--- src/rtl/scan_sequencer_pkg.sv ---
// ============================================================================
// Module   : scan_sequencer_pkg
// Purpose  : Shared state encoding and channel-count constants for the scan
//            sequencer.
// Revision : 1.0 - initial release
// ============================================================================
`default_nettype none

package scan_sequencer_pkg;
  localparam int NCH = 4;
  localparam int IW  = $clog2(NCH);

  typedef enum logic {
    IDLE = 1'b0,
    SCAN = 1'b1
  } state_e;
endpackage

`default_nettype wire

--- src/rtl/scan_sequencer_next_channel.sv ---
// ============================================================================
// Module   : next_channel
// Purpose  : Combinational search for the next higher set mask bit above the
//            current index, falling back to the lowest set bit with a wrap flag.
// Revision : 1.0 - initial release
// ============================================================================
`default_nettype none

module next_channel
  import scan_sequencer_pkg::*;
(
  input  logic [NCH-1:0] mask_i,
  input  logic [IW-1:0]  cur_i,
  output logic [IW-1:0]  next_o,
  output logic           wrap_o
);

  logic [IW-1:0] w_lowest;
  logic [IW-1:0] w_higher;
  logic          w_found;

  // Descending scans: the last hit kept is the smallest qualifying index.
  always_comb begin
    w_lowest = '0;
    w_higher = '0;
    w_found  = 1'b0;
    for (int i = NCH - 1; i >= 0; i--) begin
      if (mask_i[i]) begin
        w_lowest = IW'(i);
        if (i > int'(cur_i)) begin
          w_higher = IW'(i);
          w_found  = 1'b1;
        end
      end
    end
  end

  assign next_o = w_found ? w_higher : w_lowest;
  assign wrap_o = ~w_found;

endmodule

`default_nettype wire

--- src/rtl/scan_sequencer.sv ---
// ============================================================================
// Module   : scan_sequencer
// Purpose  : Steps a 2-to-4 decoder through the enabled channels, holding each
//            for DWELL+1 cycles, in single-sweep or continuous mode.
// Revision : 1.0 - initial release
// ============================================================================
`default_nettype none

module scan_sequencer
  import scan_sequencer_pkg::*;
#(
  parameter int DW = 4
) (
  input  logic          clk_i,
  input  logic          rst_n_i,
  input  logic          start_i,
  input  logic          stop_i,
  input  logic          mode_i,
  input  logic [NCH-1:0] mask_i,
  input  logic [DW-1:0] dwell_i,
  output logic          a0_o,
  output logic          a1_o,
  output logic          en_o,
  output logic          busy_o,
  output logic          done_o
);

  state_e          state_q;
  logic            mode_q;
  logic [NCH-1:0]  mask_q;
  logic [DW-1:0]   dwell_q;
  logic [DW-1:0]   cnt_q;
  logic [IW-1:0]   idx_q;
  logic            en_q;
  logic            done_q;

  logic [IW-1:0]   w_next_idx;
  logic            w_wrap;
  logic [IW-1:0]   w_first_idx;
  logic            w_first_wrap_unused;
  logic [DW-1:0]   cnt_d;

  next_channel u_next (
    .mask_i (mask_q),
    .cur_i  (idx_q),
    .next_o (w_next_idx),
    .wrap_o (w_wrap)
  );

  // Searching above the top index always wraps, yielding the lowest set bit.
  next_channel u_first (
    .mask_i (mask_i),
    .cur_i  (IW'(NCH - 1)),
    .next_o (w_first_idx),
    .wrap_o (w_first_wrap_unused)
  );

  assign cnt_d = cnt_q - DW'(1);

  always_ff @(posedge clk_i or negedge rst_n_i) begin
    if (!rst_n_i) begin
      state_q <= IDLE;
      mode_q  <= 1'b0;
      mask_q  <= '0;
      dwell_q <= '0;
      cnt_q   <= '0;
      idx_q   <= '0;
      en_q    <= 1'b0;
      done_q  <= 1'b0;
    end else begin
      done_q <= 1'b0;
      case (state_q)
        IDLE: begin
          if (start_i && !stop_i && (mask_i != '0)) begin
            state_q <= SCAN;
            mode_q  <= mode_i;
            mask_q  <= mask_i;
            dwell_q <= dwell_i;
            cnt_q   <= dwell_i;
            idx_q   <= w_first_idx;
            en_q    <= 1'b1;
          end
        end
        SCAN: begin
          if (stop_i) begin
            state_q <= IDLE;
            cnt_q   <= '0;
            idx_q   <= '0;
            en_q    <= 1'b0;
          end else if (cnt_q != '0) begin
            cnt_q <= cnt_d;
          end else if (!w_wrap || mode_q) begin
            idx_q <= w_next_idx;
            cnt_q <= dwell_q;
          end else begin
            state_q <= IDLE;
            idx_q   <= '0;
            en_q    <= 1'b0;
            done_q  <= 1'b1;
          end
        end
        default: begin
          state_q <= IDLE;
          en_q    <= 1'b0;
        end
      endcase
    end
  end

  assign a0_o   = idx_q[0];
  assign a1_o   = idx_q[1];
  assign en_o   = en_q;
  assign busy_o = (state_q == SCAN);
  assign done_o = done_q;

endmodule

`default_nettype wire

--- config.mk ---
export PLATFORM = sky130hd
export DESIGN_NAME = scan_sequencer
export DESIGN_NICKNAME = d
export VERILOG_FILES = /design/src/rtl/scan_sequencer_pkg.sv /design/src/rtl/scan_sequencer_next_channel.sv /design/src/rtl/scan_sequencer.sv
export SDC_FILE = /design/constraint.sdc
export NUM_CORES = 1
export LEC_CHECK = 0
export CAP_MARGIN = 20
export CORE_MARGIN = 2
export CORE_UTILIZATION = 37
export DETAILED_ROUTE_END_ITERATION = 8
export PLACE_DENSITY = 0.59
export SLEW_MARGIN = 5
export SYNTH_ARGS = -nofsm -noshare
export SYNTH_HDL_FRONTEND = slang
export SYNTH_SLANG_ARGS = --single-unit
--- constraint.sdc ---
create_clock -name clk_i -period 2.2 [get_ports clk_i]
set_input_delay 0.44 -clock clk_i [delete_from_list [all_inputs] [get_ports clk_i]]
set_output_delay 0.44 -clock clk_i [all_outputs]
set_load 0.02 [all_outputs]
* After elaboration in Yosys (flattened, before gate mapping)
Cells that the tools add are included.
** Word-level totals
- Output and inout port bits :: 5
- Word-level logic and storage cells :: 72
- Input port bits :: 13
- Register bits after elaboration :: 18
** Cells by class
- Order comparisons :: 3
- Reductions and logical operators :: 10
- Muxes and demuxes :: 45
- Eq/ne operators :: 4
- Add/sub/neg operators :: 1
- Bitwise operators :: 1
** Operators by type and width (number)
- 2-to-1 mux 2 bit :: 19
- 2-to-1 mux 1 bit :: 18
- 2-to-1 mux 4 bit :: 4
- case mux 4 bit (2 select lines) :: 1
- nonzero test 4 bit :: 2
- != test 3 bit (second input constant) :: 2
- AND reduction 2 bit :: 3
- > comparator 2 bit (first input constant) :: 2
- != test 4 x 2 -> 1 bit (second input constant) :: 1
- case mux 1 bit (2 select lines) :: 2
- case mux 2 bit (2 select lines) :: 1
- subtractor 4 x 1 -> 4 bit (second input constant) :: 1
- AND reduction 3 bit :: 1
- > comparator 1 x 2 -> 1 bit (first input constant) :: 1
- logical AND 1 bit :: 2
- != test 2 bit (second input constant) :: 1
- zero test 1 bit :: 1
- logical OR 1 bit :: 1
- inverter 1 bit :: 1

* Logic depth before layout (Yosys ltp)
Gate-level depths: netlist of run 1.
- Depth after elaboration :: 12
- Gate-level depth with buffers :: 7
- Mapped depth without buffers :: 7

* Hierarchy
From an unflattened synthesis of run 1, not the netlist that was laid out.
** Unflattened totals
- Cells, all modules :: 114
- Area, all modules :: 1159.9 um^2
** By module, submodules not included
- scan_sequencer :: area an instance 974.7 um^2, cells an instance 84, instances 1
- next_channel :: area an instance 92.6 um^2, cells an instance 15, instances 2

* Least setup slack after synthesis of run 1
Ideal clock, no wire load.
- Kind :: reg-to-reg
- Start :: reg cnt_q[0]
- End :: reg en_q (netlist: en_o)
- Data arrival time :: 1461 ps
- Stages on the path, launching flop included :: 8
- Data required time :: 2082 ps
- Setup time :: 118 ps
- Slack :: 621 ps
- Cell sequence :: dfrtp_1 inv_1 ha_1 or3b_4 nand2_4 and2_4 nand2_1 a21o_1
** On the way
- Word-level cells in the longest chain between the ends :: 3
** Ends and longest elaborated chain
- from (decl) :: RTL line scan_sequencer.sv:32 : logic [DW-1:0] cnt_q;
- from (signal assigned) :: RTL line scan_sequencer.sv:79 : cnt_q <= dwell_i;
- from (signal assigned) :: RTL line scan_sequencer.sv:91 : cnt_q <= cnt_d;
- from (signal assigned) :: RTL line scan_sequencer.sv:94 : cnt_q <= dwell_q;
- nonzero test 4 bit :: RTL line scan_sequencer.sv:90 : end else if (cnt_q != '0) begin
- != test 3 bit (no line)
- AND reduction 3 bit (no line)
- to (signal assigned) :: RTL line scan_sequencer.sv:89 : en_q <= 1'b0;
- to (signal assigned) :: RTL line scan_sequencer.sv:98 : en_q <= 1'b0;
- to (signal assigned) :: RTL line scan_sequencer.sv:104 : en_q <= 1'b0;
- to (decl) :: RTL line scan_sequencer.sv:34 : logic en_q;
No other way between the ends.
A chain may end at the register's enable or synchronous reset.

* Final worst setup path of run 1
- Start :: in mask_i[1]
- End :: reg mode_q
** On the way
- Word-level cells in the longest chain between the ends :: 3
** Ends and longest elaborated chain
- from (decl) :: RTL line scan_sequencer.sv:19 : input logic [NCH-1:0] mask_i,
- nonzero test 4 bit :: RTL line scan_sequencer.sv:74 : if (start_i && !stop_i && (mask_i != '0)) begin
- logical AND 1 bit :: RTL line scan_sequencer.sv:74
- AND reduction 2 bit (no line)
- to (signal assigned) :: RTL line scan_sequencer.sv:76 : mode_q <= mode_i;
- to (decl) :: RTL line scan_sequencer.sv:29 : logic mode_q;
No other way between the ends.

==> results.yml, run 1 <==
power:
  p_comb_share_pct: 48.7
  p_switching_mw: 0.682
  sw_frac_of_total_pct: 40.4
  pwr-share-clk_pct: 12.0
  p_seq_share_pct: 39.4
  p_int_mw: 1.01
  p_leak_nw: 0.564
  p_per_area_nw_per_um2: 1260
  irDropWorstVdd_uv: 723
final_layout:
  drive_above_1_share_pct: 24.2
  area_delta_synth_final_pct: 27.5
  finalNetCount: 140
  finalInstanceArea_um2: 1340
  antenna_cells: 0
  layout.cells.non_filler: 155
  post-route-util_pct: 49.0
place:
  port_buffers: 17
  dp_hpwl_mm: 1.71
  place_congestion: 0.868
  preCtsSetupSlack_ns: -0.177
  dp_cells: 151
  placed_area_um2: 1300
grt:
  met2_usage_pct: 26.1
  grtUsageMet3_pct: 2.72
  grt_overflow_total: 0
  use_met1_pct: 20.0
  grt_max_degree: 19
  grt_pass1_wl_mm: 3.99
  grt_pass1_vias: 916
  grt_use_total_pct: 15.8
  antenna_found_initial: 0
  top_usage_layer: "met2"
worst_setup_path:
  path_max_fanout: 13
  crit_family: "simple AND/OR/NAND/NOR gates"
  startpoint: "mask_i[1]"
  setup.worst_path.start_class: "primary input"
  path_buf_inv: 1
  path_class: "in -> reg"
  arrival_ns: 2.18
  crit_required_ns: 2.39
  crit_chain: "clkdlybuf4s50_1 -> nor4_4 -> nor3_2 -> mux2_1"
  r2r_start: "busy_o"
  max_stage_delay_ns: 0.75
  worst_path_max_delay_cell: "nor3_2"
  crit_path_end_kind: "register"
detailed_routing:
  wl_per_cell_um: 13.9
  drc: 0
  firstDrtPassIters: 4
  wirelength_mm: 2.15
  vias: 817
  drt-initial-drc-count: 31
  ant_nets: 0
  via_per_inst: 5.27
sta:
  setup_viol: 0
  finalClockSkew_ns: 0.00300
  rsz0062_at_grt: "false"
  worstMarginPinSlew_ns: 0.987
  hold_viol: 0
  fin_ws_ns: 0.202
  layout_worst_path_cycle_share_pct: 90.8
  fmax_mhz: 501
  max_slew_margin_pct: 33.9
  slew_viol_final: 0
  min_period_ns: 2.00
synth:
  synth_fa_ha_area_share_pct: 2.38
  yosys.area_share.xor_xnor_pct: 0
  muxShareOfSynthArea_pct: 8.93
  synth_cell_types: 36
  syn_inst: 97
  synthSimpleGateAreaFrac_pct: 19.8
  synth-seq-cells: 18
  synth_area_um2: 1050
  syn_nets: 112
  yosysWarnings: 0
  synth_area_per_cell_um2: 10.8
  synthFlopType: "dfrtp_1"
  synth_top_family_by_area: "compound AO/OA/AOI/OAI gates"
  synth_edf_count: 0
  postSynth.asyncResetShare_pct: 100
  yosysSeqAreaShare_pct: 42.9
  synth-compound-area-share_pct: 22.4
die:
  start_util_pct: 38.4
  die_h_um: 57.3
  rows: 19
  die_w_um: 57.3
  ios: 18
  die_area_um2: 3280
  core_area_um2: 2730
status:
  outcome: "complete, no violations"
hold_path:
  min_path_type: "in -> async"
clocking:
  ctsResizeCount: 0
  clock-root-buffer: "clkbuf_4"
  cts.sinks: 18
  clock_latency_ns: 0.29
  clockBufferDepth: 2
  postCtsSetupRepairBufs: 0
  clkTransAtPathRegs_ns: 0.10
  cts_tree: "yes"
  cts_htree_levels: 1
  ctsHoldBuffers: 0
  numCtsBuffers: 3
run:
  max_cap_violations: 0
power by group through the flow:
stage / Combinational, mW / Clock (mW) / Sequential, mW
final: 0.822 / 0.202 / 0.665
after global routing: 0.924 / 0.225 / 0.698
after detailed placement: 0.832 / 0 / 0.674
after CTS: 0.837 / 0.211 / 0.667
after floorplan: 0.602 / 0 / 0.655
after global placement: 0.821 / 0 / 0.663
registers in the layout (all words and copies together) (netlist names):
signal   cells
idx_q        2
mode_q       1
en_o         1
dwell_q      4
cnt_q        4
mask_q       4
busy_o       1
done_o       1
area by class of cell:
cell class	count	area (um2)
Fill cell	264	1390
Multi-Input combinational cell	71	562
Sequential cell	18	450
Timing Repair Buffer	25	230
Tap cell	31	38.8
Clock buffer	4	36.3
Inverter	6	22.5
per-stage QoR:
step | TNS, ns | power [mW] | hold WS, ns
3_3_place_gp | -0.772 | 1.48 | 0.474
4_1_cts | 0 | 1.72 | 0.481
3_5_place_dp | -1.11 | 1.51 | 0.473
5_1_grt | 0 | 1.85 | 0.481
6_report | 0 | 1.69 | 0.477
2_1_floorplan | 0 | 1.26 | 0.144
placed cells by master, fill, tap and decap left out, types with 2 or more instances in the layout:
master,synthesis,routed
nor3_1,2,2
o221ai_1,2,2
mux2_1,3,3
inv_1,6,6
ha_1,2,2
a21oi_1,2,2
nor3b_1,2,2
mux2_4,4,4
nor2_1,9,9
o21ai_2,2,2
o22ai_1,2,2
nand2_1,8,8
a221oi_1,3,3
nand2b_4,2,2
o21ai_1,6,6
a222oi_1,2,2
buf_4,0,8
clkbuf_4,0,3
o21ai_0,3,3
o21a_1,2,2
clkdlybuf4s50_1,0,17
dfrtp_1,18,18
layer usage:
layer	vias to the layer above	routed length, um	part of all wire, %
li1	410	-	-
met1	385	954	44
met2	15	1060	49
met3	7	82	3.8
met4	0	50	2.3
met5	-	0	0
synth_stat cells (2+ instances only):
| cell type | number | area [um2] |
|---|---|---|
| o21a_1 | 2 | 15.0 |
| o21ai_0 | 3 | 15.0 |
| o21ai_2 | 2 | 17.5 |
| dfrtp_1 | 18 | 450 |
| o221ai_1 | 2 | 17.5 |
| nor3_1 | 2 | 10.0 |
| nor2_1 | 9 | 33.8 |
| nand2_1 | 8 | 30.0 |
| inv_1 | 6 | 22.5 |
| mux2_1 | 3 | 33.8 |
| nand2b_4 | 2 | 27.5 |
| a21oi_1 | 2 | 10.0 |
| ha_1 | 2 | 25.0 |
| o22ai_1 | 2 | 12.5 |
| nor3b_1 | 2 | 15.0 |
| a221oi_1 | 3 | 26.3 |
| a222oi_1 | 2 | 20.0 |
| o21ai_1 | 6 | 30.0 |
| mux2_4 | 4 | 60.1 |
kinds of logic (layout without fill, tap and decap cells):
logic type / after synthesis / after routing
AOI/OAI and AO/OA: 30 / 30
adders and majority gates: 2 / 2
buffers and inverters: 8 / 35
DFF: 18 / 18
muxes: 7 / 7
and+or+nand+nor: 32 / 32
path summary, 6_finish.rpt:
path	cells after the start	slack, ns	to
max in group asynchronous	2	1.53	idx_q[0]
worst max-delay path	4	0.20	mode_q
min in group clk_i	1	0.49	en_o
worst min-delay path	2	0.48	mask_q[2]
worst max register to register	2	0.42	mode_q
worst min register to register	1	0.49	en_o
Note: power is estimated with default switching activity, not from simulation.
==> inputs of run 2 (changes only) <==
--- a/config.mk
+++ b/config.mk
@@ -9,6 +9,7 @@
 export CORE_MARGIN = 2
 export CORE_UTILIZATION = 37
 export DETAILED_ROUTE_END_ITERATION = 8
+export GPL_TIMING_DRIVEN = 0
 export PLACE_DENSITY = 0.59
 export SLEW_MARGIN = 5
 export SYNTH_ARGS = -nofsm -noshare
==> results.yml, run 2 (synthesis gave the netlist of run 1 again) <==
status:
  outcome: "complete, no violations"
sta:
  finalClockSkew_ns: 0.00320
  max_slew_margin_pct: 45.6
  min_period_ns: 1.87
  rsz0062_at_grt: "false"
  layout_worst_path_cycle_share_pct: 85.0
  whs_ns: 0.494
  hold_viol: 0
  worstMarginPinSlew_ns: 0.814
  slew_viol_final: 0
  fmax_mhz: 534
  setup_viol: 0
  tns_ns: 0
power:
  p_leak_nw: 0.528
  p_seq_share_pct: 38.9
  p_switching_mw: 0.670
  sw_frac_of_total_pct: 40.8
  p_per_area_nw_per_um2: 1280
  p_int_mw: 0.971
  pwr-share-clk_pct: 9.7
  irDropWorstVdd_uv: 655
  p_comb_share_pct: 51.5
run:
  max_cap_violations: 0
worst_setup_path:
  crit_family: "buffers and inverters"
  crit_required_ns: 1.76
  path_buf_inv: 1
  max_stage_delay_ns: 0.65
  path_class: "reg -> out"
  path_max_fanout: 7
  crit_chain: "clkdlybuf4s50_1"
  worst_path_max_delay_cell: "clkdlybuf4s50_1"
  arrival_ns: 1.43
  crit_path_end_kind: "output port"
  startpoint: "idx_q[0]"
  r2r_start: "cnt_q[0]"
  setup.worst_path.start_class: "register"
die:
  die_area_um2: 3280
  die_w_um: 57.3
  core_area_um2: 2730
  die_h_um: 57.3
  start_util_pct: 38.4
  rows: 19
  ios: 18
place:
  dp_hpwl_mm: 1.60
  dp_cells: 145
  port_buffers: 17
  place_congestion: 0.781
clocking:
  clock-root-buffer: "clkbuf_4"
  ctsHoldBuffers: 0
  cts_htree_levels: 1
  cts.sinks: 18
  clockBufferDepth: 2
  clock_latency_ns: 0.28
  clkTransAtPathRegs_ns: 0.09
  ctsResizeCount: 0
  postCtsSetupRepairBufs: 0
  numCtsBuffers: 3
  cts_tree: "yes"
final_layout:
  mostFrequentLayoutCell: "dfrtp_1"
  area_delta_synth_final_pct: 22.0
  final_cell_mix: "18 x dfrtp_1, 17 x clkdlybuf4s50_1, 9 x nor2_1, 8 x nand2_1"
  antenna_cells: 0
  drive_above_1_share_pct: 19.7
  top_regs: "cnt_q (4), dwell_q (4), mask_q (4)"
  finalNetCount: 134
  layout.cells.non_filler: 148
detailed_routing:
  via_per_inst: 5.51
  drc: 0
  firstDrtPassIters: 4
  wl_per_cell_um: 14.0
  drt-initial-drc-count: 6
  ant_nets: 0
  wirelength_mm: 2.08
  vias: 816
grt:
  grt_max_degree: 19
  antenna_found_initial: 0
  grt_pass1_wl_mm: 3.68
  grt_pass1_vias: 838
  grt_overflow_total: 0
  grt_use_total_pct: 14.6
hold_path:
  min_from: "en_o"
  min_path_type: "reg -> reg"
run 2: cell count changes in the layout (fill, tap and decap cells not counted):
cell	before	now
buf_4	8	0
buf_2	0	1
buf_6	0	1
clkbuf_8	1	0
run 2: routing by layer:
layer / part of all wire, % / vias up / global-route usage, %
met4: 0.48 / 0 / 6.31
met5: 0 / - / 0
met1: 44 / 400 / 18.5
met3: 4.9 / 2 / 2.72
li1: - / 398 / -
met2: 50 / 16 / 24.5
run 2: layout make-up:
cell class,instances,area [um2]
Fill cell,271,1450
Tap cell,31,38.8
Clock buffer,3,22.5
Inverter,6,22.5
Buffer,2,16.3
Sequential cell,18,450
Multi-Input combinational cell,71,562
Timing Repair Buffer,17,170
run 2: final timing paths:
kind / to / slack [ns] / cells after the start
max: a0_o / 0.33 / 1
min: en_o / 0.49 / 1
max reg2reg: cnt_q[1] / 0.47 / 6
min reg2reg: en_o / 0.49 / 1
max in group asynchronous: dwell_q[1] / 1.08 / 1
min in group asynchronous: mask_q[2] / 0.61 / 1
run 2: power by group through the flow:
stage	registers, mW	logic (mW)	clock network [mW]
final	0.638	0.845	0.158
after global routing	0.666	0.947	0.185
after CTS	0.637	0.853	0.171
after detailed placement	0.643	0.850	0
after global placement	0.639	0.842	0
after floorplan	0.655	0.602	0
run 2: through the flow:
step / setup WS [ns] / area [um2] / utilization [%] / power [mW]
6_report: 0.329 / 1280 / 46.9 / 1.64
4_1_cts: 0.313 / 1280 / 46.9 / 1.66
3_3_place_gp: 0.139 / 1260 / 46.1 / 1.48
2_1_floorplan: 0.621 / 1050 / - / 1.26
5_1_grt: 0.260 / 1280 / 46.9 / 1.80
3_5_place_dp: 0.125 / 1260 / 46.1 / 1.49
==> inputs of run 3 (changes only) <==
--- a/config.mk
+++ b/config.mk
@@ -8,9 +8,11 @@
 export CAP_MARGIN = 20
 export CORE_MARGIN = 2
 export CORE_UTILIZATION = 37
+export CTS_BUF_LIST = sky130_fd_sc_hd__clkbuf_4
 export DETAILED_ROUTE_END_ITERATION = 8
 export GPL_TIMING_DRIVEN = 0
 export PLACE_DENSITY = 0.59
+export SKIP_CTS_REPAIR_TIMING = 1
 export SLEW_MARGIN = 5
 export SYNTH_ARGS = -nofsm -noshare
 export SYNTH_HDL_FRONTEND = slang
==> constraint.sdc (replaced) <==
create_clock -name clk_i -period 2.32 [get_ports clk_i]
set_input_delay 0.464 -clock clk_i [delete_from_list [all_inputs] [get_ports clk_i]]
set_output_delay 0.464 -clock clk_i [all_outputs]
set_load 0.02 [all_outputs]
==> results of run 3 <==
Same layout as run 2 (identical final DEF). Status: complete, no violations.
Main changes from that run: setup slack after placement 0.125 ns -> 0.221 ns; setup slack after layout 0.329 ns -> 0.425 ns; register-to-register setup slack 0.47 ns -> 0.59 ns; total power 1.64 mW -> 1.56 mW; worst IR drop on VDD 655 uV -> 622 uV
